==> config.mk <==
export PLATFORM = sky130hd
export DESIGN_NAME = uart_cfg_core
export DESIGN_NICKNAME = d
export VERILOG_FILES = /design/src/rtl/uart_cfg_core.sv
export SDC_FILE = /design/constraint.sdc
export NUM_CORES = 1
export LEC_CHECK = 0
export CORE_UTILIZATION = 58
export CTS_CLUSTER_SIZE = 30
export DETAILED_ROUTE_END_ITERATION = 6
export GPL_ROUTABILITY_DRIVEN = 0
export PLACE_DENSITY_LB_ADDON = 0.05
export SYNTH_ARGS = -nofsm -noshare
export SYNTH_HDL_FRONTEND = slang
export SYNTH_SLANG_ARGS = --single-unit
==> constraint.sdc <==
create_clock -name clk -period 2.4 [get_ports clk]
set_clock_uncertainty 0.05 [all_clocks]
set_input_delay 0.48 -clock clk [delete_from_list [all_inputs] [get_ports clk]]
set_output_delay 0.48 -clock clk [all_outputs]
set_load 0.05 [all_outputs]
==> src/rtl/uart_cfg_core.sv <==
// Full-duplex UART core: parametrised TX serialiser and RX deserialiser with optional parity,
// one or two stop bits and an internal loopback path from the TX line into the RX synchroniser.
module uart_cfg_core #(
    parameter int CLKS_PER_BIT = 217,
    parameter int DATA_BITS    = 8,
    parameter int PARITY_EN    = 0,
    parameter int PARITY_ODD   = 0,
    parameter int STOP_BITS    = 1
) (
    input  logic                 clk,
    input  logic                 i_Rst_L,
    input  logic                 i_TX_Data_Valid,
    input  logic [DATA_BITS-1:0] i_TX_Byte,
    output logic                 o_TX_Active,
    output logic                 o_TX_Serial,
    output logic                 o_TX_Done,
    input  logic                 i_RX_Serial,
    input  logic                 i_Loopback,
    output logic                 o_RX_Data_Valid,
    output logic [DATA_BITS-1:0] o_RX_Byte,
    output logic                 o_RX_Parity_Err,
    output logic                 o_RX_Frame_Err
);
    localparam int CNT_W = $clog2(CLKS_PER_BIT);
    localparam int IDX_W = $clog2(DATA_BITS + 1);
    localparam logic [CNT_W-1:0] CNT_LAST     = CNT_W'(CLKS_PER_BIT - 1);
    localparam logic [CNT_W-1:0] CNT_PRE_LAST = CNT_W'(CLKS_PER_BIT - 2);
    localparam logic [CNT_W-1:0] CNT_HALF     = CNT_W'(CLKS_PER_BIT / 2 - 1);
    localparam logic [CNT_W-1:0] CNT_ONE      = CNT_W'(1);
    localparam logic [IDX_W-1:0] IDX_ONE      = IDX_W'(1);
    localparam logic [IDX_W-1:0] DATA_LAST    = IDX_W'(DATA_BITS - 1);
    localparam logic [IDX_W-1:0] STOP_LAST    = IDX_W'(STOP_BITS - 1);
    localparam logic             PAR_ODD      = (PARITY_ODD != 0);
    localparam logic             PAR_ON       = (PARITY_EN != 0);

    function automatic logic parity_of(input logic [DATA_BITS-1:0] data);
        return (^data) ^ PAR_ODD;
    endfunction

    typedef enum logic [2:0] {
        TX_IDLE   = 3'd0,
        TX_START  = 3'd1,
        TX_DATA   = 3'd2,
        TX_PARITY = 3'd3,
        TX_STOP   = 3'd4
    } tx_state_t;

    typedef enum logic [2:0] {
        RX_IDLE    = 3'd0,
        RX_START   = 3'd1,
        RX_DATA    = 3'd2,
        RX_PARITY  = 3'd3,
        RX_STOP    = 3'd4,
        RX_CLEANUP = 3'd5
    } rx_state_t;

    tx_state_t            tx_state_r;
    logic [CNT_W-1:0]     tx_cnt_r;
    logic [IDX_W-1:0]     tx_idx_r;
    logic [DATA_BITS-1:0] tx_shift_r;
    logic                 tx_par_r;
    logic                 tx_line_r;
    logic                 tx_active_r;
    logic                 tx_done_r;

    rx_state_t            rx_state_r;
    logic [CNT_W-1:0]     rx_cnt_r;
    logic [IDX_W-1:0]     rx_idx_r;
    logic [DATA_BITS-1:0] rx_shift_r;
    logic                 rx_par_pend_r;
    logic                 rx_frm_pend_r;
    logic                 rx_meta_r;
    logic                 rx_sync_r;
    logic                 rx_prev_r;
    logic                 rx_valid_r;
    logic [DATA_BITS-1:0] rx_byte_r;
    logic                 rx_perr_r;
    logic                 rx_ferr_r;
    logic                 rx_in_s;

    assign rx_in_s         = i_Loopback ? tx_line_r : i_RX_Serial;
    assign o_TX_Serial     = tx_line_r | i_Loopback;
    assign o_TX_Active     = tx_active_r;
    assign o_TX_Done       = tx_done_r;
    assign o_RX_Data_Valid = rx_valid_r;
    assign o_RX_Byte       = rx_byte_r;
    assign o_RX_Parity_Err = rx_perr_r;
    assign o_RX_Frame_Err  = rx_ferr_r;

    // TX FSM: the last stop bit ends one cycle early into IDLE so Done/idle overlap its final clock,
    // letting a valid in the Done cycle start the next frame with no gap.
    always_ff @(posedge clk or negedge i_Rst_L) begin
        if (!i_Rst_L) begin
            tx_state_r  <= TX_IDLE;
            tx_cnt_r    <= '0;
            tx_idx_r    <= '0;
            tx_shift_r  <= '0;
            tx_par_r    <= 1'b0;
            tx_line_r   <= 1'b1;
            tx_active_r <= 1'b0;
            tx_done_r   <= 1'b0;
        end else begin
            tx_done_r <= 1'b0;
            case (tx_state_r)
                TX_IDLE: begin
                    tx_line_r <= 1'b1;
                    tx_cnt_r  <= '0;
                    tx_idx_r  <= '0;
                    if (i_TX_Data_Valid) begin
                        tx_shift_r  <= i_TX_Byte;
                        tx_par_r    <= parity_of(i_TX_Byte);
                        tx_line_r   <= 1'b0;
                        tx_active_r <= 1'b1;
                        tx_state_r  <= TX_START;
                    end else begin
                        tx_active_r <= 1'b0;
                    end
                end
                TX_START, TX_DATA: begin
                    if (tx_cnt_r == CNT_LAST) begin
                        tx_cnt_r <= '0;
                        if (tx_state_r == TX_DATA && tx_idx_r == DATA_LAST) begin
                            tx_idx_r   <= '0;
                            tx_line_r  <= PAR_ON ? tx_par_r : 1'b1;
                            tx_state_r <= PAR_ON ? TX_PARITY : TX_STOP;
                        end else begin
                            tx_idx_r   <= (tx_state_r == TX_DATA) ? tx_idx_r + IDX_ONE : '0;
                            tx_line_r  <= tx_shift_r[0];
                            tx_shift_r <= tx_shift_r >> 1;
                            tx_state_r <= TX_DATA;
                        end
                    end else begin
                        tx_cnt_r <= tx_cnt_r + CNT_ONE;
                    end
                end
                TX_PARITY: begin
                    if (tx_cnt_r == CNT_LAST) begin
                        tx_cnt_r   <= '0;
                        tx_idx_r   <= '0;
                        tx_line_r  <= 1'b1;
                        tx_state_r <= TX_STOP;
                    end else begin
                        tx_cnt_r <= tx_cnt_r + CNT_ONE;
                    end
                end
                TX_STOP: begin
                    tx_line_r <= 1'b1;
                    if (tx_idx_r == STOP_LAST && tx_cnt_r == CNT_PRE_LAST) begin
                        tx_cnt_r    <= '0;
                        tx_idx_r    <= '0;
                        tx_done_r   <= 1'b1;
                        tx_active_r <= 1'b0;
                        tx_state_r  <= TX_IDLE;
                    end else if (tx_cnt_r == CNT_LAST) begin
                        tx_cnt_r <= '0;
                        tx_idx_r <= tx_idx_r + IDX_ONE;
                    end else begin
                        tx_cnt_r <= tx_cnt_r + CNT_ONE;
                    end
                end
                default: begin
                    tx_state_r  <= TX_IDLE;
                    tx_line_r   <= 1'b1;
                    tx_active_r <= 1'b0;
                end
            endcase
        end
    end

    // Two-flop synchroniser plus one delayed copy used as the falling-edge reference.
    always_ff @(posedge clk or negedge i_Rst_L) begin
        if (!i_Rst_L) begin
            rx_meta_r <= 1'b1;
            rx_sync_r <= 1'b1;
            rx_prev_r <= 1'b1;
        end else begin
            rx_meta_r <= rx_in_s;
            rx_sync_r <= rx_meta_r;
            rx_prev_r <= rx_sync_r;
        end
    end

    // RX FSM: IDLE arms only on a true 1->0 edge, so a line stuck low after a bad stop bit stays quiet.
    always_ff @(posedge clk or negedge i_Rst_L) begin
        if (!i_Rst_L) begin
            rx_state_r    <= RX_IDLE;
            rx_cnt_r      <= '0;
            rx_idx_r      <= '0;
            rx_shift_r    <= '0;
            rx_par_pend_r <= 1'b0;
            rx_frm_pend_r <= 1'b0;
            rx_valid_r    <= 1'b0;
            rx_byte_r     <= '0;
            rx_perr_r     <= 1'b0;
            rx_ferr_r     <= 1'b0;
        end else begin
            rx_valid_r <= 1'b0;
            case (rx_state_r)
                RX_IDLE: begin
                    rx_cnt_r <= '0;
                    rx_idx_r <= '0;
                    if (rx_prev_r && !rx_sync_r) begin
                        rx_state_r <= RX_START;
                    end else begin
                        rx_state_r <= RX_IDLE;
                    end
                end
                RX_START: begin
                    if (rx_cnt_r == CNT_HALF) begin
                        rx_cnt_r      <= '0;
                        rx_par_pend_r <= 1'b0;
                        rx_frm_pend_r <= 1'b0;
                        rx_state_r    <= rx_sync_r ? RX_IDLE : RX_DATA;
                    end else begin
                        rx_cnt_r <= rx_cnt_r + CNT_ONE;
                    end
                end
                RX_DATA: begin
                    if (rx_cnt_r == CNT_LAST) begin
                        rx_cnt_r   <= '0;
                        rx_shift_r <= {rx_sync_r, rx_shift_r[DATA_BITS-1:1]};
                        if (rx_idx_r == DATA_LAST) begin
                            rx_idx_r   <= '0;
                            rx_state_r <= PAR_ON ? RX_PARITY : RX_STOP;
                        end else begin
                            rx_idx_r <= rx_idx_r + IDX_ONE;
                        end
                    end else begin
                        rx_cnt_r <= rx_cnt_r + CNT_ONE;
                    end
                end
                RX_PARITY: begin
                    if (rx_cnt_r == CNT_LAST) begin
                        rx_cnt_r      <= '0;
                        rx_par_pend_r <= rx_sync_r ^ parity_of(rx_shift_r);
                        rx_state_r    <= RX_STOP;
                    end else begin
                        rx_cnt_r <= rx_cnt_r + CNT_ONE;
                    end
                end
                RX_STOP: begin
                    if (rx_cnt_r == CNT_LAST) begin
                        rx_cnt_r <= '0;
                        if (!rx_sync_r) begin
                            rx_frm_pend_r <= 1'b1;
                        end else begin
                            rx_frm_pend_r <= rx_frm_pend_r;
                        end
                        if (rx_idx_r == STOP_LAST) begin
                            rx_idx_r   <= '0;
                            rx_state_r <= RX_CLEANUP;
                        end else begin
                            rx_idx_r <= rx_idx_r + IDX_ONE;
                        end
                    end else begin
                        rx_cnt_r <= rx_cnt_r + CNT_ONE;
                    end
                end
                RX_CLEANUP: begin
                    rx_valid_r <= 1'b1;
                    rx_byte_r  <= rx_shift_r;
                    rx_perr_r  <= rx_par_pend_r;
                    rx_ferr_r  <= rx_frm_pend_r;
                    rx_state_r <= RX_IDLE;
                end
                default: begin
                    rx_state_r <= RX_IDLE;
                end
            endcase
        end
    end
endmodule

==> impl_metrics.ini, run 1 <==
[sta]
timing.final.crit_share_pct = 91.06
max_freq_ghz = 0.4576
worst_slew_margin_rel_pct = 57.32
fin_tns_setup_ns = 0
rsz0062_at_grt = no
tightest_slew_ns = 0.6363
timing_hold_violations_final = 0
drv_slew = 0
setup_ws_ns = 0.2145
period_minus_slack_ns = 2.186
report.final.setup_viol = 0

[synthesis]
synth_enable_flop_cells = 0
synth-async-reset-ratio_pct = 100.0
synthFlopType = dfrtp_1
ys_seq_area_share_pct = 47.87
yosysUniqueCellTypes = 55
number_of_nets_in_the_synthesized_netlist = 355
postSynthRegisterBits = 65
netlist_area_um2 = 3408
syn_inst = 334
synth.yosys.warnings = 0
synth.largest_area_cell = dfrtp_1
post_synth.cell_area_avg_um2 = 10.20
synth_top_cells_by_area = dfrtp_1, mux2_2, o21ai_0
post-synth-top-area-fraction_pct = 44.79

[worst_setup_path]
cp.arrival_ns = 2.38
cp.buffers_inverters = 1
element_type_at_the_critical_path_end = flop
critical-path-top-delay-family = compound AO/OA/AOI/OAI gates
worstSetupStartpointType = flop
path_cells = inv_1 -> ha_1 -> or4b_4 -> o22a_4 -> o32a_4 -> o41ai_1
worstRegToRegCells = 6
cp_data_required_time_ns = 2.60
worstReg2RegStart = tx_idx_r[0]$_DFFE_PN0P_
setup.reg_to_reg.worst_slack_ns = 0.21
worstSetupStartpoint = tx_idx_r[0]$_DFFE_PN0P_
worst-path-max-fanout = 5
reg2reg_to = tx_idx_r[2]$_DFFE_PN0P_
crit_path_top_delay_cell = or4b_4
timing_worst_setup_path_type = flop to flop
max_stage_delay_ns = 0.49

[status]
status = finished, final reports clean

[die]
die_height_um = 78.66
die_area_um2 = 6187
io_pins = 27
rows = 27
initial_core_util_pct = 61.14
core_region_area_um2 = 5574
die-width_um = 78.66

[drt]
drc = 0
via_count = 2628
totalWireLength_mm = 6.806
detailedRoute.firstPassIterationCount = 5
detailedRoute.firstIterationViolations = 197
routed_wire_length_per_instance_um = 15.26
antenna_left = 0
via_count_normalized_by_instance_count = 5.892

[placed_design]
count_of_input_and_output_buffers = 26
place.detailed.instances = 430
dpl_worst_slack_ns = 0.2112
place.detailed.hpwl_mm = 4.507

[clock_network]
post_cts_resize_count = 0
h_tree_depth = 3
ctsLongestPathBuffers = 2
cts_setup_buffers = 0
cts_root_buf = clkbuf_8
tritoncts = done
worst_skew_pair.late_latency_ns = 0.35
clkSinkCount = 65
cts-hold-fix-buffers = 0
clk_pin_slew_ns = 0.08
cts_inserted_buffers = 9

[cells_and_area]
insertedDiodeCount = 0
area_added_between_synthesis_and_finish_pct = 17.22
final_layout_size_suffix_gt1_share_pct = 15.78
final_net_count = 390
instances_no_fill = 446

[global_route]
grt_remaining_overflow = 0
global_route.usage.total_pct = 24.50
grt_pass1_vias = 2482
largest_net_degree_at_the_start_of_global_routing = 43
antenna_violations_before_repair = 0
wire_length_of_the_first_global_routing_pass_mm = 11.55

[power_and_ir_drop]
design_power_total_w = 0.002244
powerDensity_nw_per_um2 = 561.7
leakagePower_nw = 1.748
irDropWorstVdd_mv = 0.3402

[run]
drv.max_cap_violation_count = 0

[hold_path]
min-delay-path-class = input pin to async pin
[placed cells by master (no fill, tap or decap), types with 2 or more instances in the layout]
cell,n
a211oi_1,2
buf_4,8
clkdlybuf4s50_1,24
mux2i_1,7
nand4b_1,2
and2_1,3
o22a_1,2
dfstp_2,4
o21ai_1,2
inv_1,20
nor2_1,25
o41ai_1,3
xor2_1,4
nand3b_1,3
dfrtp_1,61
clkinv_4,2
o31ai_1,6
nand4_1,2
bufinv_16,2
nor3_1,3
xnor2_1,10
mux2_2,21
clkbuf_8,9
a41oi_1,2
a22o_1,2
nor4_1,3
ha_1,8
nand2_1,32
nand3_1,11
a21oi_1,20
and3_1,5
o211ai_1,3
nand2b_1,2
o21ai_0,25
o22ai_1,5
nor2b_1,5
[sequential cells by signal (all words and copies together), names as in the netlist]
name	cells
o_TX_Done	1
rx_prev_r	1
o_TX_Active	1
o_RX_Parity_Err	1
o_RX_Data_Valid	1
tx_shift_r	8
o_RX_Byte	8
tx_state_r	3
rx_cnt_r	8
tx_idx_r	4
tx_line_r	1
rx_idx_r	4
rx_par_pend_r	1
tx_cnt_r	8
rx_meta_r	1
rx_frm_pend_r	1
rx_sync_r	1
rx_shift_r	8
o_RX_Frame_Err	1
rx_state_r	3
[stage by stage]
stage	utilization, %	area [um2]	hold slack [ns]
final	71.67	3995	0.06256
after global routing	71.67	3995	0.1047
after CTS	71.67	3995	0.07463
after detailed placement	67.74	3776	0.2968
after global placement	67.74	3776	0.2959
after floorplan	-	3408	0.1344
[worst max path at each step]
stage          slack, ns                       to  cells after the start
2_1_floorplan       0.34  tx_idx_r[2]$_DFFE_PN0P_                      6
3_3_place_gp        0.29  tx_idx_r[2]$_DFFE_PN0P_                      6
3_5_place_dp        0.21  tx_idx_r[2]$_DFFE_PN0P_                      6
4_1_cts             0.20  tx_idx_r[2]$_DFFE_PN0P_                      6
5_1_grt             0.08  rx_idx_r[2]$_DFFE_PN0P_                      6
6_report            0.21  tx_idx_r[2]$_DFFE_PN0P_                      6
[Yosys cell counts, types with 4 or more instances]
| cell type | instances |
|---|---|
| xnor2_1 | 10 |
| nand3_1 | 11 |
| nor2b_1 | 5 |
| xor2_1 | 4 |
| o31ai_1 | 6 |
| a21oi_1 | 20 |
| nor2_1 | 25 |
| clkbuf_1 | 7 |
| ha_1 | 8 |
| mux2_2 | 21 |
| and3_1 | 5 |
| o22ai_1 | 5 |
| o21ai_0 | 25 |
| inv_1 | 20 |
| dfstp_2 | 4 |
| mux2i_1 | 7 |
| dfrtp_1 | 61 |
| nand2_1 | 32 |
[metal layers]
| layer | track usage, % | share of wire [%] | vias up |
|---|---|---|---|
| met5 | 0 | 0 | - |
| li1 | - | - | 1261 |
| met2 | 39.74 | 49 | 83 |
| met1 | 31.35 | 45 | 1270 |
| met3 | 4.535 | 4.0 | 14 |
| met4 | 12.22 | 2.1 | 0 |
[area by class of cell]
| class | count | area [um2] |
|---|---|---|
| clock buffers | 10 | 127.6 |
| clock inverters | 6 | 91.34 |
| fillers | 421 | 1579 |
| inverters | 20 | 75.07 |
| multi-input cells | 239 | 1654 |
| flip-flops and latches | 65 | 1632 |
| well taps | 72 | 90.09 |
| repair buffers | 34 | 325.3 |
[logic make-up after synthesis]
kind of cell,Yosys count,share of synthesized area [%]
adders and majority gates,9,3.231
buffers and inverters,30,3.598
and+or+nand+nor,105,16.30
AOI/OAI and AO/OA,83,16.41
muxes,28,8.994
DFF,65,47.87
xor gates and xnor gates,14,3.597
[worst register-to-register path, cell delays in order, from the launching register on]
cell and delay (ns):
dfrtp_1 0.41, inv_1 0.10, ha_1 0.15, or4b_4 0.49, o22a_4 0.26, o32a_4 0.33, o41ai_1 0.29
[where the power goes]
part	leakage, nW	switching, W	internal (W)	total [W]
sequential	0.863	0.00000530	0.00110	0.00111
combinational	0.774	0.0000523	0.0000370	0.0000894
clock	0.111	0.000456	0.000590	0.00105
Power figures use the tool's default switching activity.
==> run 2, diff against run 1 <==
--- a/config.mk
+++ b/config.mk
@@ -10,6 +10,7 @@
 export DETAILED_ROUTE_END_ITERATION = 6
 export GPL_ROUTABILITY_DRIVEN = 0
 export PLACE_DENSITY_LB_ADDON = 0.05
+export SETUP_SLACK_MARGIN = 0.2
 export SYNTH_ARGS = -nofsm -noshare
 export SYNTH_HDL_FRONTEND = slang
 export SYNTH_SLANG_ARGS = --single-unit
==> run 2 against run 1 <==
  * Sequential share of layout area is 0.81 points lower
  * Worst setup slack gained 0.0072 ns
  * Combinational power barely moved
  * Final cell count grew 1.1%
  * Largest cell class unchanged
==> impl_metrics.ini, run 2 (synthesized netlist as in run 1, its figures left out) <==
[status]
status = finished, final reports clean

[die]
rows = 27
initial_core_util_pct = 61.14
die_height_um = 78.66
die-width_um = 78.66
core_region_area_um2 = 5574
io_pins = 27
die_area_um2 = 6187

[hold_path]
min-delay-path-class = input pin to async pin

[sta]
fin_tns_setup_ns = 0
timing_hold_violations_final = 0
tightest_slew_ns = 0.6285
worst_slew_margin_rel_pct = 57.72
timing.final.crit_share_pct = 90.76
report.final.setup_viol = 0
period_minus_slack_ns = 2.178
rsz0062_at_grt = yes
setup_ws_ns = 0.2217
max_freq_ghz = 0.4591
drv_slew = 0

[clock_network]
clkSinkCount = 65
clk_pin_slew_ns = 0.08
cts_inserted_buffers = 9
ctsLongestPathBuffers = 2
h_tree_depth = 3
cts-hold-fix-buffers = 0
tritoncts = done
worst_skew_pair.late_latency_ns = 0.36
cts_root_buf = clkbuf_8

[cells_and_area]
insertedDiodeCount = 0
final_layout_size_suffix_gt1_share_pct = 19.53
area_added_between_synthesis_and_finish_pct = 19.60
most-common-layout-cells = dfrtp_1, nand2_1, nor2_1, clkdlybuf4s50_1, o21ai_0
final_net_count = 395
layout_commonest_cell = dfrtp_1

[power_and_ir_drop]
leakagePower_nw = 1.789
irDropWorstVdd_mv = 0.3402
powerDensity_nw_per_um2 = 550.3

[worst_setup_path]
worst-path-max-fanout = 6
timing_worst_setup_path_type = flop to flop
max_stage_delay_ns = 0.49
critical-path-top-delay-family = compound AO/OA/AOI/OAI gates
setup.reg_to_reg.worst_slack_ns = 0.22
cp.buffers_inverters = 2
cp.arrival_ns = 2.37
crit_path_top_delay_cell = or4b_4
element_type_at_the_critical_path_end = flop
cp_data_required_time_ns = 2.59
worstRegToRegCells = 7
worstSetupStartpointType = flop
worstReg2RegStart = tx_idx_r[1]$_DFFE_PN0P_
path_cells = inv_2 -> ha_4 -> or4b_4 -> o22a_4 -> o32ai_4 -> buf_4 -> nor2_1
worstSetupStartpoint = tx_idx_r[1]$_DFFE_PN0P_
reg2reg_to = tx_cnt_r[2]$_DFFE_PN0P_

[drt]
totalWireLength_mm = 6.990
via_count = 2636
detailedRoute.firstPassIterationCount = 4
routed_wire_length_per_instance_um = 15.50
antenna_left = 0
detailedRoute.firstIterationViolations = 184
drc = 0
via_count_normalized_by_instance_count = 5.845

[global_route]
antenna_violations_before_repair = 0
grt_pass1_vias = 2490
global_route.usage.total_pct = 24.55
largest_net_degree_at_the_start_of_global_routing = 43
wire_length_of_the_first_global_routing_pass_mm = 11.58
grt_remaining_overflow = 0

[placed_design]
place.detailed.hpwl_mm = 4.507
dpl_worst_slack_ns = 0.2112
count_of_input_and_output_buffers = 26

[run]
drv.max_cap_violation_count = 0
run 2: report_power, final:
part / leakage (nW) / total (W) / switching, W / internal [W]
clock: 0.111 / 0.00105 / 0.000455 / 0.000590
combinational: 0.815 / 0.0000897 / 0.0000523 / 0.0000374
sequential: 0.863 / 0.00111 / 0.00000528 / 0.00110
total: 1.79 / 0.00224 / 0.000513 / 0.00173
run 2: area by class of cell:
cell class | instances | area (um2)
Clock buffer | 10 | 127.6
Clock inverter | 6 | 91.34
Fill cell | 408 | 1498
Inverter | 20 | 75.07
Multi-Input combinational cell | 239 | 1698
Sequential cell | 65 | 1632
Tap cell | 72 | 90.09
Timing Repair Buffer | 39 | 362.8
run 2: worst max-delay path by stage:
stage,to,depth (start not counted)
after floorplan,tx_idx_r[2]$_DFFE_PN0P_,6
after global placement,tx_idx_r[2]$_DFFE_PN0P_,6
after CTS,tx_idx_r[2]$_DFFE_PN0P_,6
after detailed placement,tx_idx_r[2]$_DFFE_PN0P_,6
final,tx_cnt_r[2]$_DFFE_PN0P_,7
after global routing,tx_idx_r[0]$_DFFE_PN0P_,7
run 2: what timing repair did:
item | in CTS | in global routing
setup buffers | 1 | 4
pin swaps | 0 | 5
gates resized for setup | 0 | 14
setup endpoints to repair | 1 | 10
run 2: routing by layer:
layer	up-vias	GRT usage [%]	part of all wire, %
li1	1272	-	-
met1	1281	31.35	44
met2	73	39.91	50
met3	10	4.535	3.7
met4	0	12.22	1.8
met5	-	0	0
run 2: metrics by stage:
step / total power [W] / util, % / hold WS [ns] / instances / area [um2]
after global routing: 0.002310 / 73.13 / 0.1047 / 451 / 4076
after CTS: 0.002258 / 71.81 / 0.07463 / 447 / 4003
after detailed placement: 0.001218 / 67.74 / 0.2968 / 430 / 3776
after floorplan: 0.001161 / - / 0.1344 / 334 / 3408
after global placement: 0.001217 / 67.74 / 0.2959 / 430 / 3776
final: 0.002243 / 73.13 / 0.06020 / 451 / 4076
